File: src/rtl/pcm_pkg.sv
// -----------------------------------------------------------------------------
// pcm_pkg
// Shared constants and types for the PCM TDM frame transmitter.
//   PCM_IDLE_CODE : A-law idle pattern sent in a data slot with no sample.
//   FAS_WORD      : frame alignment word, slot 0 of even-parity frames.
//   NFAS_WORD     : non-alignment word, slot 0 of odd-parity frames.
//   pcm_state_e   : transmitter FSM states.
// Optional feature macro used by the block: PCM_FAS_INSERT_EN.
// -----------------------------------------------------------------------------
package pcm_pkg;

    localparam logic [7:0] PCM_IDLE_CODE = 8'hD5;
    localparam logic [7:0] FAS_WORD      = 8'h9B;
    localparam logic [7:0] NFAS_WORD     = 8'hDF;

    typedef enum logic [0:0] {
        ST_IDLE = 1'b0,
        ST_RUN  = 1'b1
    } pcm_state_e;

    // Overhead word for slot 0, selected by the frame parity bit.
    function automatic logic [7:0] overhead_word(input logic parity);
        logic [7:0] word;
        if (parity) begin
            word = NFAS_WORD;
        end else begin
            word = FAS_WORD;
        end
        return word;
    endfunction

endpackage

File: src/rtl/pcm_bit_timer.sv
// -----------------------------------------------------------------------------
// pcm_bit_timer
// Bit-rate divider plus bit/slot position counters for the TDM transmitter.
// The counters describe the position of the NEXT bit to be presented, so the
// parent can register its outputs on the same tick.
// Ports:
//   clk, rst      : clock, synchronous active-high reset
//   i_start       : one-cycle pulse on the IDLE->RUN transition
//   i_run         : FSM is in RUN
//   o_bit_stb     : tick, a new bit must be presented on this edge
//   o_slot_load   : tick for bit 7 of a slot (load shift register)
//   o_frame_wrap  : tick for bit 0 of the last slot (frame ends)
//   o_slot_nxt    : slot index of the bit presented on this tick
// -----------------------------------------------------------------------------
module pcm_bit_timer
    import pcm_pkg::*;
#(
    parameter int NUM_SLOTS = 32,
    parameter int BIT_DIV   = 4
) (
    input  logic       clk,
    input  logic       rst,
    input  logic       i_start,
    input  logic       i_run,
    output logic       o_bit_stb,
    output logic       o_slot_load,
    output logic       o_frame_wrap,
    output logic [4:0] o_slot_nxt
);

    localparam int              DIV_W     = $clog2(BIT_DIV);
    localparam logic [DIV_W-1:0] DIV_LAST = DIV_W'(BIT_DIV - 1);
    localparam logic [4:0]      SLOT_LAST = 5'(NUM_SLOTS - 1);

    logic [DIV_W-1:0] r_div_cnt;
    logic [2:0]       r_bit_nxt;
    logic [4:0]       r_slot_nxt;
    logic             w_tick;

    // Tick decode and position-derived pulses.
    always_comb begin
        w_tick       = i_run && (r_div_cnt == DIV_LAST);
        o_bit_stb    = w_tick;
        o_slot_load  = w_tick && (r_bit_nxt == 3'd7);
        o_frame_wrap = w_tick && (r_bit_nxt == 3'd0) && (r_slot_nxt == SLOT_LAST);
        o_slot_nxt   = r_slot_nxt;
    end

    // Divider and bit/slot counters. On start the divider is preloaded to its
    // last value so the first bit appears on the very next edge.
    always_ff @(posedge clk) begin
        if (rst) begin
            r_div_cnt  <= '0;
            r_bit_nxt  <= 3'd7;
            r_slot_nxt <= 5'd0;
        end else if (i_start) begin
            r_div_cnt  <= DIV_LAST;
            r_bit_nxt  <= 3'd7;
            r_slot_nxt <= 5'd0;
        end else if (w_tick) begin
            r_div_cnt <= '0;
            r_bit_nxt <= r_bit_nxt - 3'd1;
            if (r_bit_nxt == 3'd0) begin
                if (r_slot_nxt == SLOT_LAST) begin
                    r_slot_nxt <= 5'd0;
                end else begin
                    r_slot_nxt <= r_slot_nxt + 5'd1;
                end
            end else begin
                r_slot_nxt <= r_slot_nxt;
            end
        end else if (i_run) begin
            r_div_cnt <= r_div_cnt + DIV_W'(1);
        end else begin
            r_div_cnt <= '0;
        end
    end

endmodule

File: src/rtl/pcm_frame_tx.sv
// -----------------------------------------------------------------------------
// pcm_frame_tx
// Serialises 8-bit companded PCM samples into a TDM frame of NUM_SLOTS slots,
// MSB first, one bit every BIT_DIV clocks. A one-entry buffer decouples the
// encoder; an empty buffer at slot start sends the A-law idle code and pulses
// underrun.
// Ports:
//   clk, rst   : clock, synchronous active-high reset
//   pcm_in     : sample from encoder, taken when pcm_valid && pcm_ready
//   pcm_valid  : pcm_in valid
//   pcm_ready  : buffer can take a sample this cycle
//   ser_out    : serial TDM stream (1 while idle)
//   bit_stb    : one-cycle pulse when a new ser_out bit is presented
//   frame_sync : high during bit 7 of slot 0
//   slot_idx   : slot currently shifting
//   underrun   : one-cycle pulse when a data slot loads the idle code
// Build option: define PCM_FAS_INSERT_EN to make slot 0 an overhead slot
// carrying FAS/NFAS words on alternate frames.
// -----------------------------------------------------------------------------
module pcm_frame_tx
    import pcm_pkg::*;
#(
    parameter int NUM_SLOTS = 32,
    parameter int BIT_DIV   = 4
) (
    input  logic       clk,
    input  logic       rst,
    input  logic [7:0] pcm_in,
    input  logic       pcm_valid,
    output logic       pcm_ready,
    output logic       ser_out,
    output logic       bit_stb,
    output logic       frame_sync,
    output logic [4:0] slot_idx,
    output logic       underrun
);

    pcm_state_e r_state;
    pcm_state_e w_state_nxt;

    logic [7:0] r_buf;
    logic       r_buf_full;
    logic [6:0] r_shift;
    logic       r_parity;
    logic       r_ser_out;
    logic       r_bit_stb;
    logic       r_frame_sync;
    logic [4:0] r_slot_idx;
    logic       r_underrun;

    logic       w_accept;
    logic       w_start;
    logic       w_run;
    logic       w_tick;
    logic       w_slot_load;
    logic       w_frame_wrap;
    logic [4:0] w_slot_nxt;
    logic       w_data_slot;
    logic [7:0] w_load_word;
    logic       w_consume;
    logic       w_underrun;

    pcm_bit_timer #(
        .NUM_SLOTS (NUM_SLOTS),
        .BIT_DIV   (BIT_DIV)
    ) u_timer (
        .clk          (clk),
        .rst          (rst),
        .i_start      (w_start),
        .i_run        (w_run),
        .o_bit_stb    (w_tick),
        .o_slot_load  (w_slot_load),
        .o_frame_wrap (w_frame_wrap),
        .o_slot_nxt   (w_slot_nxt)
    );

    // Slot classification and the word loaded at slot start.
    always_comb begin
`ifdef PCM_FAS_INSERT_EN
        w_data_slot = (w_slot_nxt != 5'd0);
`else
        w_data_slot = 1'b1;
`endif
        if (!w_data_slot) begin
            w_load_word = overhead_word(r_parity);
        end else if (r_buf_full) begin
            w_load_word = r_buf;
        end else begin
            w_load_word = PCM_IDLE_CODE;
        end
    end

    // Handshake. pcm_ready must see a same-cycle consume, so it is
    // combinational from registered state only (never from pcm_valid).
    always_comb begin
        w_consume  = w_slot_load && w_data_slot && r_buf_full;
        w_underrun = w_slot_load && w_data_slot && !r_buf_full;
        pcm_ready  = !r_buf_full || w_consume;
        w_accept   = pcm_valid && pcm_ready && !rst;
        w_run      = (r_state == ST_RUN);
        w_start    = (r_state == ST_IDLE) && w_accept;
    end

    // FSM next state: leave IDLE on the first accepted sample, stay in RUN.
    always_comb begin
        w_state_nxt = r_state;
        case (r_state)
            ST_IDLE: begin
                if (w_accept) begin
                    w_state_nxt = ST_RUN;
                end else begin
                    w_state_nxt = ST_IDLE;
                end
            end
            ST_RUN:  w_state_nxt = ST_RUN;
            default: w_state_nxt = ST_IDLE;
        endcase
    end

    // FSM state register.
    always_ff @(posedge clk) begin
        if (rst) begin
            r_state <= ST_IDLE;
        end else begin
            r_state <= w_state_nxt;
        end
    end

    // One-entry sample buffer. Accept wins over consume, so a same-cycle
    // accept and load keeps the buffer full with the new sample.
    always_ff @(posedge clk) begin
        if (rst) begin
            r_buf      <= 8'h00;
            r_buf_full <= 1'b0;
        end else if (w_accept) begin
            r_buf      <= pcm_in;
            r_buf_full <= 1'b1;
        end else if (w_consume) begin
            r_buf_full <= 1'b0;
        end else begin
            r_buf_full <= r_buf_full;
        end
    end

    // Frame parity selects FAS vs NFAS; it flips as each frame ends.
    always_ff @(posedge clk) begin
        if (rst) begin
            r_parity <= 1'b0;
        end else if (w_frame_wrap) begin
            r_parity <= ~r_parity;
        end else begin
            r_parity <= r_parity;
        end
    end

    // Shift register and registered serial outputs, updated on each tick.
    always_ff @(posedge clk) begin
        if (rst) begin
            r_shift      <= 7'h00;
            r_ser_out    <= 1'b1;
            r_bit_stb    <= 1'b0;
            r_frame_sync <= 1'b0;
            r_slot_idx   <= 5'd0;
            r_underrun   <= 1'b0;
        end else begin
            r_bit_stb  <= w_tick;
            r_underrun <= w_underrun;
            if (w_tick) begin
                if (w_slot_load) begin
                    r_shift   <= w_load_word[6:0];
                    r_ser_out <= w_load_word[7];
                end else begin
                    r_shift   <= {r_shift[5:0], 1'b0};
                    r_ser_out <= r_shift[6];
                end
                r_frame_sync <= w_slot_load && (w_slot_nxt == 5'd0);
                r_slot_idx   <= w_slot_nxt;
            end else begin
                r_shift      <= r_shift;
                r_ser_out    <= r_ser_out;
                r_frame_sync <= r_frame_sync;
                r_slot_idx   <= r_slot_idx;
            end
        end
    end

    assign ser_out    = r_ser_out;
    assign bit_stb    = r_bit_stb;
    assign frame_sync = r_frame_sync;
    assign slot_idx   = r_slot_idx;
    assign underrun   = r_underrun;

endmodule

File: config.mk
export PLATFORM = sky130hd
export DESIGN_NAME = pcm_frame_tx
export DESIGN_NICKNAME = d
export VERILOG_FILES = /design/src/rtl/pcm_pkg.sv /design/src/rtl/pcm_bit_timer.sv /design/src/rtl/pcm_frame_tx.sv
export SDC_FILE = /design/constraint.sdc
export NUM_CORES = 1
export LEC_CHECK = 0
export BUFFER_PORTS_ARGS = -buffer_cell sky130_fd_sc_hd__buf_4
export CORE_UTILIZATION = 50
export CTS_CLUSTER_DIAMETER = 50
export DETAILED_ROUTE_END_ITERATION = 16
export PLACE_DENSITY = 0.73
export RECOVER_POWER = 100
export SLEW_MARGIN = 0
export SYNTH_ARGS = -nofsm -noshare
export SYNTH_HDL_FRONTEND = slang
export SYNTH_SLANG_ARGS = --single-unit
File: constraint.sdc
create_clock -name clk -period 1.5 [get_ports clk]
set_clock_uncertainty 0.05 [all_clocks]
set_input_delay 0.15 -clock clk [delete_from_list [all_inputs] [get_ports clk]]
set_output_delay 0.15 -clock clk [all_outputs]
set_load 0.01 [all_outputs]
==> reports/qor.yml <==
sta:
  clock.fmax_mhz: 643.2
  finalCritPeriodShare_pct: 103.7
  hold_violations: 0
  setup_viol: 3
  period_needed_ns: 1.555
  fin_ws_ns: -0.05476
  rsz0062_at_grt: "true"
  worst_pin_slew_ns: 0.2979
  slew_headroom_pct: 79.86
  maxSlewViolCount: 0
floorplan:
  core_area_um2: 3053
  die_area_um2: 3475
  rows: 20
  die_height_um: 58.95
  ioPinCount: 21
  die_w_um: 58.95
  initial_core_util_pct: 53.11
logic_synthesis:
  synth_commonest_cells: "dfxtp_1 (36), nand2_1 (25), a21oi_1 (16), nand2b_1 (16), nor2_1 (12)"
  synth-edff-count: 0
  syn_inst: 181
  synth_ff_type: "dfxtp_1"
  yosys_warnings: 0
  synth_nets: 199
  avgSynthCellArea_um2: 8.959
  yosysTopAreaCellShare_pct: 44.44
  synth_largest_area_cell: "dfxtp_1"
  yosys.cell_count.top_type: "dfxtp_1"
  synth_seq_area_share_pct: 44.44
  synth_area_um2: 1622
  synth.distinct_cells: 34
  async_flop_share_pct: 0
  synth_area_leaders: "dfxtp_1 (44%), mux2i_1 (6.2%), nand2b_1 (6.2%), nand2_1 (5.8%), ha_1 (5.4%)"
  ys_seq_elements: 36
setup_path:
  criticalPathCategory: "flop to flop"
  worstPathCellList: "ha_4, and3_4, ha_4, or4b_1, a21oi_1"
  worst-path-max-fanout: 5
  critPathMostFrequentCell: "ha_4"
  max_stage_delay_ns: 0.46
  cp_slowest_cell: "or4b_1"
  worstSetupStartpointType: "flop"
  crit_required_ns: 1.72
  end_kind: "flop"
  arrival_ns: 1.77
pwr:
  ir_worst_vdd_mv: 0.5910
  power_density_nw_per_um2: 825.4
  p_leak_nw: 0.7964
  power_mw: 1.669
finish:
  fin_nets: 235
  synthToLayoutAreaGrowth_pct: 24.69
  antennaDiodeCount: 0
  n_fill_cell: 266
  drive_gt1_share_pct: 26.15
place:
  pre_cts_slack_ns: -0.1200
  portBuffers: 20
  dp_hpwl_mm: 2.446
  place_congestion: 0.7983
drt:
  viasPerCell: 5.256
  vias: 1377
  drcViolationCount: 0
  detail_route.wl_per_cell_um: 13.10
  ant_nets: 0
  first_pass_iters: 4
  first_iter_violations: 54
  finalWirelength_mm: 3.431
global_routing:
  grt_max_degree: 39
  grtUsageTotal_pct: 23.03
  antenna_found_initial: 0
  grt_pass1_wl_mm: 5.865
  grt_overflow: 0
  grt_pass1_vias: 1344
outcome:
  status: "complete, but fails checks"
  violations: "setup timing"
clocking:
  cts_tree: "done"
  clkTransAtPathRegs_ns: 0.10
  cts_root_buf: "clkbuf_4"
  clock-sinks: 36
  cts_buffer_depth: 2
  insertion_delay_ns: 0.33
  h-tree-depth: 2
  cts_buffers: 5
hold_path:
  hp-class: "input port to flop"
run:
  cap_violations: 0
## kinds of logic (layout without fill, tap and decap cells)
family / count (synthesis) / after routing / synth area share [%]
and+or+nand+nor: 74 / 74 / 24.62
DFF: 36 / 36 / 44.44
muxes: 10 / 10 / 6.173
buffers and inverters: 20 / 57 / 6.095
xor gates and xnor gates: 2 / 2 / 1.080
AOI/OAI and AO/OA: 32 / 32 / 12.19
adders and majority gates: 7 / 7 / 5.401
## power breakdown
part / internal, mW / total, mW / switching [mW]
logic: 0.0715 / 0.142 / 0.0703
clock network: 0.223 / 0.526 / 0.303
registers: 0.980 / 1.00 / 0.0209
## layout by cell type (no fill, tap or decap), types with 10 or more instances in the layout
cell type	netlist	routed
mux2i_1	10	10
nand2_1	25	25
nor2_1	12	12
dfxtp_1	36	29
buf_4	0	27
clkbuf_1	5	12
nand2b_1	16	16
a21oi_1	16	15
## final timing paths
kind	from	to	slack (ns)	depth (start not counted)
max reg2reg	u_timer.o_slot_nxt[1]$_SDFFE_PP0P_	u_timer.o_slot_nxt[2]$_SDFFE_PP0P_	-0.05	5
max	u_timer.o_slot_nxt[1]$_SDFFE_PP0P_	u_timer.o_slot_nxt[2]$_SDFFE_PP0P_	-0.05	5
min	pcm_in[5]	r_buf[5]$_SDFFE_PP0P_	0.03	3
min reg2reg	slot_idx[3]$_SDFFE_PP0P_	slot_idx[3]$_SDFFE_PP0P_	0.41	2
## layer usage
metal  global-route usage (%)  wire (um)  vias to the layer above
li1                         -          -                      695
met1                    25.21       1482                      643
met2                    42.05       1766                       32
met3                    4.835        117                        7
met4                    10.88         65                        0
met5                        0          0                        -
## through the flow
| step | util, % | TNS, ns | hold slack [ns] | area [um2] | std cells |
|---|---|---|---|---|---|
| 2_1_floorplan | - | -0.01959 | 0.2174 | 1644 | 181 |
| 4_1_cts | 68.32 | -0.1763 | 0.01322 | 2086 | 262 |
| 3_3_place_gp | 62.91 | -0.01161 | 0.3321 | 1921 | 250 |
| 5_1_grt | 66.23 | -0.7450 | 0.02323 | 2022 | 262 |
| 6_report | 66.23 | -0.1473 | 0.02935 | 2022 | 262 |
| 3_5_place_dp | 62.91 | -1.128 | 0.3476 | 1921 | 250 |
## flip-flops by register name, indices dropped and copies added (netlist names)
name and cells:
r_buf_full 1, frame_sync 1, r_buf 8, underrun 1
u_timer.r_bit_nxt 3, u_timer.o_slot_nxt 5, ser_out 1, bit_stb 1
slot_idx 5, r_shift 7, u_timer.r_div_cnt 2, r_state 1
## worst max-delay path, delay by kind of cell (launching register included)
| kind | cells | cell delay, ns |
|---|---|---|
| fa+ha+maj | 2 | 0.33 |
| compound gates | 1 | 0.13 |
| simple gates | 2 | 0.64 |
| flops | 1 | 0.35 |
## area by class of cell
type / count / area (um2) / share of cell area (%)
multi-input cells: 125 / 880.8 / 43.56
flip-flops and latches: 36 / 732.0 / 36.20
repair buffers: 41 / 262.8 / 13.00
well taps: 44 / 55.05 / 2.723
clock buffers: 6 / 51.30 / 2.537
inverters: 8 / 30.03 / 1.485
clock inverters: 2 / 10.01 / 0.4950
## repair_timing
item / CTS / global route
pin swaps: 7 / 0
hold buffers: 1 / 0
endpoints found under the setup margin: 12 / 3
endpoints found under the hold margin: 1 / 0
gates resized for setup: 18 / 1
setup buffers: 3 / 0
Note: power is estimated with default switching activity, not from simulation.
